===== config.mk =====
export PLATFORM = sky130hd
export DESIGN_NAME = vga_timing_gen_flat
export DESIGN_NICKNAME = d
export VERILOG_FILES = /design/src/rtl/vga_if.sv /design/src/rtl/vga_timing_gen.sv /design/src/flat_wrapper.sv
export SDC_FILE = /design/constraint.sdc
export NUM_CORES = 1
export LEC_CHECK = 0
export ABC_CLOCK_PERIOD_IN_PS = 2600
export CAP_MARGIN = 20
export CORE_ASPECT_RATIO = 1.5
export CORE_MARGIN = 2
export CORE_UTILIZATION = 49
export CTS_CLUSTER_SIZE = 16
export DETAILED_ROUTE_END_ITERATION = 8
export HOLD_SLACK_MARGIN = 0.03
export PLACE_DENSITY = 0.87
export SYNTH_ARGS = -nofsm -noshare
export SYNTH_HDL_FRONTEND = slang
export SYNTH_SLANG_ARGS = --single-unit

===== constraint.sdc =====
create_clock -name clk -period 2.6 [get_ports clk]
set_input_delay 0.52 -clock clk [delete_from_list [all_inputs] [get_ports clk]]
set_output_delay 0.52 -clock clk [all_outputs]
set_load 0.01 [all_outputs]

===== src/rtl/vga_if.sv =====
// Pixel-stream bundle passed along the overlay chain: the timing generator
// drives it as master, and the rect/sprite drawers consume it as slave.
interface vga_if;
  logic [11:0] hcount;
  logic [11:0] vcount;
  logic        hsync;
  logic        vsync;
  logic        hblnk;
  logic        vblnk;
  logic [11:0] rgb;

  modport master (output hcount, vcount, hsync, vsync, hblnk, vblnk, rgb);
  modport slave  (input  hcount, vcount, hsync, vsync, hblnk, vblnk, rgb);
endinterface


===== src/rtl/vga_timing_gen.sv =====
// Video timing source: nested pixel/line counters with sync and blank decode
// registered alongside them, so every vga_out field describes the same pixel.
module vga_timing_gen #(
  parameter int H_ACTIVE = 800,
  parameter int H_FP     = 40,
  parameter int H_SYNC   = 128,
  parameter int H_BP     = 88,
  parameter int V_ACTIVE = 600,
  parameter int V_FP     = 1,
  parameter int V_SYNC   = 4,
  parameter int V_BP     = 23,
  parameter bit H_POL    = 1'b1,
  parameter bit V_POL    = 1'b1
) (
  input  logic   clk,
  input  logic   rst,
  input  logic   en,
  vga_if.master  vga_out,
  output logic   frame_start
);

  localparam int H_TOT = H_ACTIVE + H_FP + H_SYNC + H_BP;
  localparam int V_TOT = V_ACTIVE + V_FP + V_SYNC + V_BP;

  if (H_TOT > 4096 || V_TOT > 4096) begin : g_tot_check
    $fatal(1, "vga_timing_gen: H_TOT/V_TOT must not exceed 4096");
  end

  localparam logic [11:0] H_LAST     = 12'(H_TOT - 1);
  localparam logic [11:0] V_LAST     = 12'(V_TOT - 1);
  localparam logic [11:0] H_ACT_C    = 12'(H_ACTIVE);
  localparam logic [11:0] V_ACT_C    = 12'(V_ACTIVE);
  localparam logic [11:0] HS_START   = 12'(H_ACTIVE + H_FP);
  localparam logic [11:0] HS_END     = 12'(H_ACTIVE + H_FP + H_SYNC);
  localparam logic [11:0] VS_START   = 12'(V_ACTIVE + V_FP);
  localparam logic [11:0] VS_END     = 12'(V_ACTIVE + V_FP + V_SYNC);

  logic [11:0] hcount_q, hcount_d;
  logic [11:0] vcount_q, vcount_d;
  logic        hsync_q, hsync_d;
  logic        vsync_q, vsync_d;
  logic        hblnk_q, hblnk_d;
  logic        vblnk_q, vblnk_d;
  logic        frame_start_q, frame_start_d;

  always_comb begin
    hcount_d      = hcount_q;
    vcount_d      = vcount_q;
    frame_start_d = 1'b0;
    if (en) begin
      if (hcount_q == H_LAST) begin
        hcount_d = '0;
        if (vcount_q == V_LAST) begin
          vcount_d      = '0;
          frame_start_d = 1'b1;
        end else begin
          vcount_d = vcount_q + 12'd1;
        end
      end else begin
        hcount_d = hcount_q + 12'd1;
      end
    end
    // Decode from the next counter values so sync/blank land in the same flop stage.
    hblnk_d = (hcount_d >= H_ACT_C);
    vblnk_d = (vcount_d >= V_ACT_C);
    hsync_d = ((hcount_d >= HS_START) && (hcount_d < HS_END)) ? H_POL : ~H_POL;
    vsync_d = ((vcount_d >= VS_START) && (vcount_d < VS_END)) ? V_POL : ~V_POL;
  end

  always_ff @(posedge clk or posedge rst) begin
    if (rst) begin
      hcount_q      <= '0;
      vcount_q      <= '0;
      hsync_q       <= ~H_POL;
      vsync_q       <= ~V_POL;
      hblnk_q       <= 1'b0;
      vblnk_q       <= 1'b0;
      frame_start_q <= 1'b0;
    end else begin
      hcount_q      <= hcount_d;
      vcount_q      <= vcount_d;
      hsync_q       <= hsync_d;
      vsync_q       <= vsync_d;
      hblnk_q       <= hblnk_d;
      vblnk_q       <= vblnk_d;
      frame_start_q <= frame_start_d;
    end
  end

  assign vga_out.hcount = hcount_q;
  assign vga_out.vcount = vcount_q;
  assign vga_out.hsync  = hsync_q;
  assign vga_out.vsync  = vsync_q;
  assign vga_out.hblnk  = hblnk_q;
  assign vga_out.vblnk  = vblnk_q;
  assign vga_out.rgb    = 12'h000;
  assign frame_start    = frame_start_q;

endmodule


===== src/flat_wrapper.sv =====
// flat-port wrapper written by rule: the top's interface ports become plain ports
module vga_timing_gen_flat 
#(
  parameter int H_ACTIVE = 800,
  parameter int H_FP     = 40,
  parameter int H_SYNC   = 128,
  parameter int H_BP     = 88,
  parameter int V_ACTIVE = 600,
  parameter int V_FP     = 1,
  parameter int V_SYNC   = 4,
  parameter int V_BP     = 23,
  parameter bit H_POL    = 1'b1,
  parameter bit V_POL    = 1'b1
)
  (clk, rst, en, frame_start, vga_out_hcount, vga_out_vcount, vga_out_hsync, vga_out_vsync, vga_out_hblnk, vga_out_vblnk, vga_out_rgb);
  vga_if vga_out_i ();
  input  logic clk;
  input  logic rst;
  input  logic en;
  output logic frame_start;
  output wire logic [$bits(vga_out_i.hcount)-1:0] vga_out_hcount;
  output wire logic [$bits(vga_out_i.vcount)-1:0] vga_out_vcount;
  output wire logic [$bits(vga_out_i.hsync)-1:0] vga_out_hsync;
  output wire logic [$bits(vga_out_i.vsync)-1:0] vga_out_vsync;
  output wire logic [$bits(vga_out_i.hblnk)-1:0] vga_out_hblnk;
  output wire logic [$bits(vga_out_i.vblnk)-1:0] vga_out_vblnk;
  output wire logic [$bits(vga_out_i.rgb)-1:0] vga_out_rgb;
  assign vga_out_hcount = vga_out_i.hcount;
  assign vga_out_vcount = vga_out_i.vcount;
  assign vga_out_hsync = vga_out_i.hsync;
  assign vga_out_vsync = vga_out_i.vsync;
  assign vga_out_hblnk = vga_out_i.hblnk;
  assign vga_out_vblnk = vga_out_i.vblnk;
  assign vga_out_rgb = vga_out_i.rgb;
  vga_timing_gen #(.H_ACTIVE(H_ACTIVE), .H_FP(H_FP), .H_SYNC(H_SYNC), .H_BP(H_BP), .V_ACTIVE(V_ACTIVE), .V_FP(V_FP), .V_SYNC(V_SYNC), .V_BP(V_BP), .H_POL(H_POL), .V_POL(V_POL)) u_core (.clk(clk), .rst(rst), .en(en), .vga_out(vga_out_i), .frame_start(frame_start));
endmodule

Word level (Yosys, flattened, before mapping)
Cells that the tools add are included.
Cells by class
  add/sub/neg operators: 2
  $lt $le $gt $ge: 6
  equal/unequal tests: 2
  multiplexer cells: 10
  reduce and logical (&&, ||, !) cells: 2
Operators with widths (number)
  $mux W12: 5
  $ge A12 B10 Y1 const B: 4
  $add A12 B1 Y12 const B: 2
  $lt A12 B10 Y1 const B: 2
  $eq A12 B10 Y1 const B: 1
  $eq A12 B11 Y1 const B: 1
  $mux W1: 5
  $logic_and A1 B1 Y1: 2
Storage, ports and cells
  flip-flop bits (word level): 29
  word-level logic and storage cells: 29

Longest topological paths before layout
Gate-level depths: netlist of run 1.
  depth after elaboration: 7
  gate-level depth with buffers: 9
  mapped depth without buffers: 7

Worst setup path after synthesis of run 1
Ideal clock, no wire load.
  path kind: input-to-reg
  start: input en
  end: register u_core.vblnk_q (netlist: u_core.vga_out.vblnk)
  arrival: 1.930 ns
  slack: 0.583 ns
  stages: 8
  buffers on the path: 2
  cell sequence: buf_2 -> and4_1 -> buf_2 -> nand3_2 -> o31a_1 -> a211o_1 -> a21boi_1 -> o211ai_1
Between the ends
  cells in the longest elaborated chain, start to end: 2
Ends and longest elaborated chain
  start: declaration: line flat_wrapper.sv:19  | input logic en;
  $mux W12: line vga_timing_gen.sv:50  | if (en) begin
  $ge A12 B10 Y1: line vga_timing_gen.sv:65  | vblnk_d = (vcount_d >= V_ACT_C);
  net u_core.vblnk_d: line vga_timing_gen.sv:43  | logic vblnk_q, vblnk_d;
  end signal: assignment: line vga_timing_gen.sv:85  | vblnk_q <= vblnk_d;
  end: declaration: line vga_timing_gen.sv:43
The timed path passes the listed nets, and every way through them passes these cells.

Final worst setup path of run 1
  start: register u_core.vcount_q[0] (netlist: u_core.vga_out.vcount[0])
  end: register u_core.vsync_q (netlist: u_core.vga_out.vsync)
Between the ends
  cells in the longest elaborated chain, start to end: 7
  elaborated cells between the ends (all ways): 9
  classes of those cells: add/sub: 1; order compare: 2; eq/ne: 1; mux: 4; reduce/logical: 1
Ends and longest elaborated chain
  start: declaration: line vga_timing_gen.sv:39  | logic [11:0] vcount_q, vcount_d;
  start signal: assignment: line vga_timing_gen.sv:81  | vcount_q <= vcount_d;
  $add A12 B1 Y12 / $eq A12 B10 Y1 (equally long branches): line vga_timing_gen.sv:57, vga_timing_gen.sv:53
  $mux W12 *: line vga_timing_gen.sv:53  | if (vcount_q == V_LAST) begin
  $mux W12 *: line vga_timing_gen.sv:51  | if (hcount_q == H_LAST) begin
  $mux W12 *: line vga_timing_gen.sv:50
  net u_core.vcount_d[9]: line vga_timing_gen.sv:39
  $ge A12 B10 Y1 / $lt A12 B10 Y1 (equally long branches): line vga_timing_gen.sv:67  | vsync_d = ((vcount_d >= VS_START) && (vcount_d < VS_END)) ? V_POL : ~V_POL;
  $logic_and A1 B1 Y1 *: line vga_timing_gen.sv:67
  $mux W1 *: line vga_timing_gen.sv:67
  net u_core.vsync_d: line vga_timing_gen.sv:41  | logic vsync_q, vsync_d;
  end signal: assignment: line vga_timing_gen.sv:75  | vsync_q <= ~V_POL;
  end signal: assignment: line vga_timing_gen.sv:83  | vsync_q <= vsync_d;
  end: declaration: line vga_timing_gen.sv:41
The timed path passes the listed nets; every way through them passes the cells marked *.

==> results.cfg, run 1 <==
[route]
firstDrtPassIters = 4
wirelength_um = 4044
viasPerCell = 5.642
via_count = 1512
wl_per_cell_um = 15.09
drt_iter0_drc = 32
final_antenna_net_count = 0
drt_drc_violations_left = 0

[synth]
synth-edff-count = 0
synth_seq_area_share = 0.4128
synth_area_sq_um = 1758
syn_area_per_cell_sq_um = 9.502
ys_types = 50
ys_ff_latch = 29
yosys_warnings = 0
syn_inst = 185
synth_ff_type = dfrtp_1
synthArstFlopShare = 1.000

[status]
status = finished clean

[global_routing]
grt_pass1_vias = 1494
busiest_layer = met2
grt_pass1_wl_um = 6506
grt.met2_usage = 0.3750
grt_usage = 0.2166
grt_max_degree = 30
use_met1 = 0.2301
grt_overflow_total = 0
antenna_found_initial = 0
met3_usage = 0.05385

[clock_tree]
numCtsBuffers = 5
clk_latency_ps = 280
holdBufCountCts = 0
ctsHtreeMaxLevel = 2
cts_tree = yes
cts_resized = 0
clk_path_buf_depth = 2
cts.sinks = 29
path_clk_slew_ps = 60
cts_setup_buffers = 0
root_buffer = clkbuf_8

[finish]
postLayoutCellArea_sq_um = 2177
num_antenna_cells = 0
fin_util = 0.6374
final_nets = 230
drive_gt1_frac = 0.1239
syn2layout_area_growth_pct = 23.84

[worst_setup_path]
slowest_stage = dfrtp_1
critPathLaunchType = flip-flop
rr_worst_depth = 7
crit_fanout = 9
cp.arrival_ps = 2470
critPathCaptureType = flip-flop
critPathMaxStageDelay_ps = 470
critPathRequiredTime_ps = 2810
cp_cell_sequence = ha_1 -> nor4bb_1 -> nand3_1 -> or2b_2 -> a31oi_2 -> nand4bb_1 -> nor3_2
worst-setup-path-type = reg -> reg

[timing]
finalCritPeriodShare = 0.8722
grt_setup_unrepaired = false
setup_viol = 0
hold-worst-slack_ps = 559.7
max_freq_mhz = 441.0
finalCriticalPeriod_ps = 2268
hold_viol = 0
drv_slew = 0
skew_ps = 8.875
tns_ps = 0

[pwr]
power-per-cell-area_nw_per_um2 = 510.9
ir_drop_mv = 0.4911
p_leak_nw = 0.9356

[floorplan]
die_area_sq_um = 4093
die_y_um = 77.36
io_pins = 44
rows = 26
start_util = 0.5147
core_region_area_sq_um = 3416
die_w_um = 52.91

[min_path]
min_path_type = reg -> reg
whs_path_depth = 1

[run]
drv_cap = 0

[placement]
placed_cell_area_sq_um = 2095
gp_congestion = 0.9620
port_buffers = 31
hpwl_um = 2988
==> worst max-delay path, delay by kind of cell, from the launching register on <==
family | cells | cell delay, ps
AOI/OAI and AO/OA | 1 | 250
and+or+nand+nor | 5 | 1140
DFF | 1 | 470
adders and majority gates | 1 | 340
==> flip-flops by register name, summed over array words and instances, names as in the netlist <==
name and cells:
u_core.vga_out.hcount 12, u_core.vga_out.vcount 12, u_core.frame_start 1, u_core.vga_out.hblnk 1
u_core.vga_out.hsync 1, u_core.vga_out.vblnk 1, u_core.vga_out.vsync 1
==> where the power goes <==
group          switching [mW]  internal, mW  leakage, nW  total, mW
sequential             0.0654         0.487        0.395      0.552
clock                   0.168         0.185       0.0450      0.353
combinational          0.0986         0.109        0.495      0.207
total                   0.332         0.780        0.936       1.11
==> per-stage QoR <==
step / cells / setup WS [ps] / power (mW)
after floorplan: 196 / 583.4 / 0.6637
after global placement: 260 / 180.0 / 0.7556
after detailed placement: 260 / 128.7 / 0.7629
after CTS: 268 / 327.7 / 1.117
after global routing: 268 / 58.57 / 1.165
final: 268 / 332.4 / 1.112
==> area by class of cell <==
type / instances / area, sq um
well taps: 42 / 52.55
inverters: 6 / 22.52
clock buffers: 6 / 72.57
multi-input cells: 142 / 908.4
flip-flops and latches: 29 / 725.7
repair buffers: 41 / 385.4
fillers: 310 / 1239
clock inverters: 2 / 10.01
==> final timing paths <==
| path | to | slack, ps | startpoint |
|---|---|---|---|
| min | u_core.vga_out.hcount[0] | 560 | u_core.vga_out.hcount[0] |
| min reg2reg | u_core.vga_out.hcount[0] | 560 | u_core.vga_out.hcount[0] |
| min in group asynchronous | u_core.vga_out.hsync | 600 | rst |
| max | u_core.vga_out.vsync | 330 | u_core.vga_out.vcount[0] |
| max reg2reg | u_core.vga_out.vsync | 330 | u_core.vga_out.vcount[0] |
| max in group asynchronous | u_core.vga_out.vcount[9] | 1710 | rst |
==> cells by family (layout without fill, tap and decap cells) <==
kind of cell    count (synthesis)  count (layout)  share of synthesized area
simple gates                   77              77                     0.2562
compound gates                 29              29                     0.1082
flops                          29              29                     0.4128
buf+inv                        25              55                    0.09395
xor+xnor                       19              19                    0.09466
mux                             3               3                    0.01779
fa+ha+maj                       2               2                    0.01423
other cells                     1              12                   0.002133
==> placed cells by master (no fill, tap or decap), types with 3 or more instances in the layout <==
master	Yosys	layout
clkdlybuf4s50_1	0	31
dfrtp_1	29	29
nand2_1	19	19
conb_1	1	12
nand3_1	11	11
xnor2_1	11	11
nor2_1	10	10
buf_4	13	10
xor2_1	8	8
a21oi_1	8	8
inv_1	6	6
nand4_1	6	6
a31oi_1	6	6
nor3_1	5	5
o21ai_0	5	5
clkbuf_8	0	5
and3_1	3	3
==> cell usage after synthesis, types with 2 or more instances <==
cell type	count	area, sq um
nor4bb_1	2	20.02
ha_1	2	25.02
nor4_1	2	12.51
xor2_1	8	70.07
nor2_1	10	37.54
dfrtp_1	29	725.7
and3_1	3	18.77
or3_1	2	12.51
a31oi_1	6	37.54
nand2_1	19	71.32
nor3_1	5	25.02
buf_2	2	10.01
a21oi_1	8	40.04
buf_4	13	97.59
buf_6	2	22.52
inv_1	6	22.52
nand4_1	6	37.54
o21ai_0	5	25.02
nand3_1	11	55.05
and3_2	2	15.01
and4_1	2	17.52
mux2i_1	2	20.02
xnor2_1	11	96.34
==> per-layer routing <==
metal,wire [um],vias to the layer above,share of wire
met4,144,0,0.036
met2,2203,60,0.54
met3,187,17,0.046
li1,-,717,-
met5,0,-,0
met1,1509,718,0.37
Note: power is estimated with default switching activity, not from simulation.
==> run 2, diff against run 1 <==
--- a/config.mk
+++ b/config.mk
@@ -5,15 +5,15 @@
 export SDC_FILE = /design/constraint.sdc
 export NUM_CORES = 1
 export LEC_CHECK = 0
-export ABC_CLOCK_PERIOD_IN_PS = 2600
+export ABC_CLOCK_PERIOD_IN_PS = 1990
 export CAP_MARGIN = 20
 export CORE_ASPECT_RATIO = 1.5
 export CORE_MARGIN = 2
-export CORE_UTILIZATION = 49
+export CORE_UTILIZATION = 44
 export CTS_CLUSTER_SIZE = 16
 export DETAILED_ROUTE_END_ITERATION = 8
 export HOLD_SLACK_MARGIN = 0.03
-export PLACE_DENSITY = 0.87
+export PLACE_DENSITY = 0.83
 export SYNTH_ARGS = -nofsm -noshare
 export SYNTH_HDL_FRONTEND = slang
 export SYNTH_SLANG_ARGS = --single-unit
==> constraint.sdc (replaced) <==
create_clock -name clk -period 1.99 [get_ports clk]
set_input_delay 0.398 -clock clk [delete_from_list [all_inputs] [get_ports clk]]
set_output_delay 0.398 -clock clk [all_outputs]
set_load 0.01 [all_outputs]
==> run 2 against run 1 <==
The run now ends with negative setup slack left. Maximum frequency rose by 8.9%. Cell area rose by 17%. Final cell count rose by 14%. Clock-buffer cell count did not move. Non-clock buffer count rose by 35. Sequential power rose by 25%. Critical path depth rose by 1. Utilization rose by 1.8 points. Largest power group unchanged. Worst hold slack got worse by 75 ps. Flip-flop and latch count did not move. Sequential share of layout area fell by 4.9 points.
==> results.cfg, run 2 (synthesis results as in run 1) <==
[status]
status = finished with violations
violations = negative setup slack

[worst_setup_path]
crit_buf_inv = 2
regToRegEndpoint = u_core.vga_out.vblnk
critPathMaxStageDelay_ps = 410
cp.depth = 8
rrSetupSlack_ps = -90
worst-setup-path-type = reg -> reg
critPathCaptureType = flip-flop
slowest_stage = dfrtp_1
rr_worst_depth = 8
crit_path_end = u_core.vga_out.vblnk
cp.arrival_ps = 2260
critPathLaunchType = flip-flop
critPathRequiredTime_ps = 2170
path_common_cell = a21oi_1
crit_start = u_core.vga_out.hcount[7]
crit_family = compound AO/OA/AOI/OAI gates
cp_cell_sequence = nor4_4 -> buf_4 -> and3_4 -> buf_4 -> a21oi_1 -> a21oi_1 -> a21oi_1 -> o211ai_1
crit_fanout = 7
r2r_start = u_core.vga_out.hcount[7]

[clock_tree]
cts.sinks = 29
path_clk_slew_ps = 60
cts_tree = yes
clk_latency_ps = 280
ctsHtreeMaxLevel = 2
numCtsBuffers = 5
clk_path_buf_depth = 2
holdBufCountCts = 0
root_buffer = clkbuf_8

[placement]
gp_congestion = 0.8787
port_buffers = 31
placed_cell_area_sq_um = 2333
dp_slack_ps = -368.6
hpwl_um = 3267

[timing]
tns_ps = -92.04
finalWorstSetupSlack_ps = -92.04
skew_ps = 3.639
max_freq_mhz = 480.3
finalCritPeriodShare = 1.046
hold-worst-slack_ps = 484.8
finalCriticalPeriod_ps = 2082
drv_slew = 0
hold_viol = 0
grt_setup_unrepaired = true
setup_viol = 1

[floorplan]
core_region_area_sq_um = 3889
io_pins = 44
die_w_um = 55.61
die_y_um = 81.42
rows = 28
die_area_sq_um = 4527
start_util = 0.4521

[global_routing]
grt_pass1_wl_um = 7424
grt_pass1_vias = 1692
grt_overflow_total = 0
antenna_found_initial = 0
grt_max_degree = 30
grt_usage = 0.2090

[route]
drt_iter0_drc = 62
final_antenna_net_count = 0
drt_drc_violations_left = 0
via_count = 1701
viasPerCell = 5.559
wirelength_um = 4669
firstDrtPassIters = 4
wl_per_cell_um = 15.26

[finish]
multi_input_area_sq_um = 1012
layout_commonest_cell = buf_4
num_antenna_cells = 0
layout_common_cells = buf_4, clkdlybuf4s50_1, dfrtp_1, nand2_1, conb_1
final_nets = 265
fillers = 293
syn2layout_area_growth_pct = 45.05
postLayoutCellArea_sq_um = 2550
drive_gt1_frac = 0.3065
regArea_sq_um = 725.7

[pwr]
ir_drop_mv = 0.5333
power-per-cell-area_nw_per_um2 = 600.3
p_leak_nw = 1.153
power_mw = 1.531

[min_path]
min_path_type = in -> async

[run]
drv_cap = 0
==> run 2: cell count changes in the layout (fill, tap and decap cells not counted), sizes merged <==
cell and delta:
clkdlybuf4s50 -1, buf +35, dlymetal6s2s +1
==> run 2: layout make-up <==
cell class | count | share of cell area
repair buffers | 76 | 0.2552
well taps | 45 | 0.02208
inverters | 6 | 0.008832
clock inverters | 2 | 0.003925
clock buffers | 6 | 0.02846
flip-flops and latches | 29 | 0.2846
multi-input cells | 142 | 0.3970
==> run 2: worst min path at each step <==
stage | slack [ps] | cells past startpoint | startpoint | to
6_report | 480 | 3 | rst | u_core.vga_out.hsync
5_1_grt | 540 | 3 | rst | u_core.vga_out.hsync
4_1_cts | 490 | 3 | rst | u_core.vga_out.hcount[6]
3_5_place_dp | 560 | 1 | u_core.vga_out.hcount[2] | u_core.vga_out.hcount[2]
3_3_place_gp | 560 | 2 | u_core.vga_out.hcount[0] | u_core.vga_out.hcount[0]
2_1_floorplan | 480 | 1 | rst | u_core.frame_start
==> run 2: through the flow <==
step / cells / util
6_report: 306 / 0.6557
5_1_grt: 306 / 0.6557
4_1_cts: 304 / 0.6310
3_5_place_dp: 294 / 0.6001
3_3_place_gp: 294 / 0.6001
2_1_floorplan: 196 / -
==> run 2: metal layers <==
layer | track usage | vias up | routed length, um
met5 | 0 | - | 0
met4 | 0.1146 | 0 | 215
met3 | 0.03780 | 21 | 224
met2 | 0.4083 | 80 | 2577
met1 | 0.2066 | 818 | 1652
li1 | - | 782 | -
==> run 2: worst reg2reg max path, cell delays in order, from the launching register on <==
cell and delay [ps]:
dfrtp_1 410, nor4_4 360, buf_4 180, and3_4 230
buf_4 130, a21oi_1 50, a21oi_1 220, a21oi_1 150
o211ai_1 230
==> run 2: timing repair <==
item / 4_1_cts / 5_1_grt
resized for setup: 6 / 13
setup buffers: 2 / 2
gates cloned: 0 / 0
hold endpoints to repair: 0 / 0
setup endpoints to repair: 3 / 4
pin swaps: 2 / 11
==> run 2: power breakdown <==
group / total, mW / switching, mW / internal [mW]
combinational: 0.376 / 0.180 / 0.196
clock: 0.463 / 0.222 / 0.241
sequential: 0.691 / 0.0550 / 0.636
